<file path="src/rtl/lcd_bus_sync.sv">
// Synchronises the LCD bus into clk and flags the falling edge of E.
// Latency: SYNC_STAGES cycles to the strobe; strobe is combinational off the last stage.
// Backpressure: none; one strobe per E falling edge.
module lcd_bus_sync #(
    parameter int SYNC_STAGES = 2
) (
    input  logic       clk,
    input  logic       rst,
    input  logic       i_e,
    input  logic       i_rs,
    input  logic       i_rw,
    input  logic [3:0] i_dat,
    output logic       o_strobe,
    output logic       o_rs,
    output logic       o_rw,
    output logic [3:0] o_dat
);

    logic [6:0] r_sync [SYNC_STAGES];
    logic       r_e_last;
    logic [6:0] w_out;

    assign w_out = r_sync[SYNC_STAGES-1];

    // Shift all bus lines together through the synchroniser chain and remember E
    always_ff @(posedge clk or negedge rst) begin
        if (!rst) begin
            for (int i = 0; i < SYNC_STAGES; i++) r_sync[i] <= 7'd0;
            r_e_last <= 1'b0;
        end else begin
            r_sync[0] <= {i_e, i_rs, i_rw, i_dat};
            for (int i = 1; i < SYNC_STAGES; i++) r_sync[i] <= r_sync[i-1];
            r_e_last <= w_out[6];
        end
    end

    // Strobe on synchronised E going 1->0; RS/RW/DAT sampled in that same cycle
    always_comb begin
        o_strobe = r_e_last & ~w_out[6];
        o_rs     = w_out[5];
        o_rw     = w_out[4];
        o_dat    = w_out[3:0];
    end

endmodule

</file>
<file path="config.mk">
export PLATFORM = sky130hd
export DESIGN_NAME = lcd_bus_sync
export DESIGN_NICKNAME = d
export VERILOG_FILES = /design/src/rtl/lcd_bus_sync.sv
export SDC_FILE = /design/constraint.sdc
export NUM_CORES = 1
export LEC_CHECK = 0
export BUFFER_PORTS_ARGS = -buffer_cell sky130_fd_sc_hd__buf_2
export CORE_AREA = 8 8 45 47
export CTS_CLUSTER_SIZE = 12
export DETAILED_ROUTE_END_ITERATION = 8
export DIE_AREA = 0 0 53 55
export HOLD_SLACK_MARGIN = 0.1
export PLACE_DENSITY = 0.61
export SLEW_MARGIN = 20
export SYNTH_ARGS = -nofsm -noshare
export SYNTH_HDL_FRONTEND = slang
export SYNTH_SLANG_ARGS = --single-unit
</file>
<file path="constraint.sdc">
create_clock -name clk -period 0.8 [get_ports clk]
set_clock_uncertainty 0.2 [all_clocks]
set_input_delay 0.12 -clock clk [delete_from_list [all_inputs] [get_ports clk]]
set_output_delay 0.12 -clock clk [all_outputs]
set_load 0.05 [all_outputs]
</file>
# Yosys cells after proc, flatten, opt, wreduce, memory -nomap -nowiden
# Index checks and enable logic that the tools add are counted.
[word_totals] in_bits=9 regBits=15 elab_cells=5 output_inout_bits=7
[classes] bitwise_logic=2
[ops] cell="$and A1 B1 Y1" count=1
[ops] cell="$not A1 Y1" count=1

# Longest topological paths before layout
[logic_depth] word_depth=2 ltp_mapped=1 depth_no_buf=1

# Worst setup path after synthesis
# No wires, ideal clock.
[synth_timing] path_type="register -> output" startpoint="reg r_sync, in the netlist w_out[6]" endpoint="out o_strobe" path_stages_with_launch=2 path_slack_ns=-0.198 t_required_ns=0.480 t_arrival_ns=0.678 path_buffers=0 cell_sequence="dfrtp_1 nor2b_4"
[synth_between] elab_chain_cells=2
[synth_lines] element="from (decl)" line_no="19" source="logic [6:0] r_sync [SYNC_STAGES];"
[synth_lines] element="$not A1 Y1" line_no="39" source="o_strobe = r_e_last & ~w_out[6];"
[synth_lines] element="$and A1 B1 Y1" line_no="39"
[synth_lines] element="to (decl)" line_no="13" source="output logic o_strobe,"
# No other way between the ends.

# Final worst setup path
# Ends and elaborated chain as after synthesis.

==> impl_metrics.json <==
{
  "grt_max_degree": 16,
  "timing.setup.tns_ns": -2.42,
  "insertion_delay_ns": 0.26,
  "ys_warn_count": 0,
  "max_freq_mhz": 789,
  "p_per_area_nw_per_um2": 2160,
  "pre_cts_ws_ns": -0.260,
  "crit_fanout": 2,
  "synth.distinct_cells": 3,
  "gp_congestion": 0.586,
  "initial_core_util": 0.303,
  "synth-simple-area-share": 0.0328,
  "yosys.area_share.xor_xnor": 0,
  "p_leak_nw": 0.305,
  "cp.required_ns": 0.48,
  "most-common-layout-cells": "dfrtp_1 (13), dlygate4sd3_1 (8), buf_2 (8)",
  "nets": 53,
  "cts-root-buf": "clkbuf_4",
  "slew_headroom": 0.795,
  "setup_ws_ns": -0.467,
  "vias": 210,
  "worst_setup_path_start_kind": "flip-flop",
  "dr.pass1.iters": 4,
  "synth-compound-area-share": 0,
  "grt_pass1_vias": 229,
  "postLayoutCoreUtil": 0.461,
  "place_area_um2": 487,
  "status": "finished, violations left",
  "netlist_instances": 20,
  "synth_top_family_by_area": "buffers and inverters",
  "worst_pin_slew_ns": 0.307,
  "io_pins": 16,
  "clock_sink_count": 15,
  "die_height_um": 55,
  "grt_pass1_wl_um": 938,
  "ys_seq_area_frac": 0.896,
  "avgSynthCellArea_um2": 21.0,
  "final_max_slew_viol_count": 0,
  "drive_gt1_frac": 0.512,
  "cts_tree": "done",
  "fin_crit_sh": 1.58,
  "clkTransAtPathRegs_ns": 0.08,
  "synthMuxAreaShare": 0,
  "syn-num-nets": 29,
  "dpl.cell_count": 47,
  "dieArea_um2": 2920,
  "antenna_found_initial": 0,
  "viasPerCell": 3.56,
  "core-area_um2": 1380,
  "final_common_cell": "dfrtp_1",
  "cp-end-kind": "output port",
  "cts_max_path_buffers": 2,
  "diodes": 0,
  "fp.dieW_um": 53,
  "final_cells": 59,
  "failed_checks": "negative setup slack",
  "num_rows": 14,
  "hold_class": "input port to async pin",
  "fin_area_um2": 638,
  "whs_ns": 0.0648,
  "peakVddDrop_mv": 0.951,
  "maxCapViolCount": 0,
  "crit_arrival_ns": 0.95,
  "rsz0062_at_grt": "yes",
  "syn2layout_area_growth_pct": 52.2,
  "cts_buffers": 3,
  "drt_iter0_markers": 1,
  "io_buffers": 15,
  "htreeDepth": 1,
  "synth_adder_area_share": 0,
  "setup_viol": 8,
  "overflow": 0,
  "routed_wl_um": 588,
  "post_cts.repair.setup_buffers": 0,
  "wire_per_inst_um": 9.97,
  "final.min_clock_period_ns": 1.27,
  "ys_ff_latch": 15,
  "p_total_mw": 1.38,
  "route.antenna.remaining_nets": 0,
  "path_class": "flip-flop to output port",
  "finalHoldViolCount": 0,
  "synth_area_um2": 419,
  "grt_usage": 0.0477,
  "drc_errors": 0
}
flip-flops by register name, summed over array words and instances (netlist names):
| name | cells |
|---|---|
| w_out | 7 |
| r_e_last | 1 |
| r_sync | 7 |
routing by layer:
| metal | GRT usage | part of all wire |
|---|---|---|
| met5 | 0 | 0 |
| met4 | 0.0388 | 0.017 |
| met3 | 0.0428 | 0.14 |
| met2 | 0.0508 | 0.42 |
| met1 | 0.0555 | 0.41 |
report_power, final:
group	internal [mW]	leakage (nW)	switching (mW)
sequential	0.796	0.173	0.0133
clock	0.185	0.0177	0.211
combinational	0.0773	0.115	0.0955
total	1.06	0.305	0.320
worst max-delay path, stage by stage, from the launching register on:
cell	delay (ns)
dfrtp_1	0.41
nor2b_4	0.11
buf_6	0.16
Yosys cell counts:
master | instances | share of area
dfrtp_1 | 15 | 0.90
buf_4 | 4 | 0.072
nor2b_4 | 1 | 0.033
cells by family (layout without fill, tap and decap cells):
family        count (synthesis)  count (layout)
buf+inv                       4              27
flops                        15              15
simple gates                  1               1
what timing repair did:
action / CTS / global route
pin swaps: 0 / 0
gates resized for setup: 14 / 0
hold buffers: 7 / 1
endpoints found under the setup margin: 7 / 7
endpoints found under the hold margin: 22 / 16
gates cloned: 0 / 0
area by class of cell:
cell class / count / area (um2)
clock buffer: 3 / 22.5
clock inverter: 1 / 5.00
fill: 129 / 746
multi-input combinational: 1 / 13.8
sequential: 15 / 378
tap: 16 / 20.0
timing repair buffer: 23 / 199
final timing paths:
kind	startpoint	to	slack, ns	cells past startpoint
max	w_out[6]$_DFF_PN0_	o_strobe	-0.47	2
min	rst	w_out[1]$_DFF_PN0_	0.06	2
max reg2reg	w_out[6]$_DFF_PN0_	r_e_last$_DFF_PN0_	0.07	0
min reg2reg	r_sync[13]$_DFF_PN0_	w_out[6]$_DFF_PN0_	0.15	0
max in group asynchronous	rst	w_out[5]$_DFF_PN0_	0.08	2
min in group clk	r_sync[13]$_DFF_PN0_	w_out[6]$_DFF_PN0_	0.15	0
Note: power is estimated with default switching activity, not from simulation.
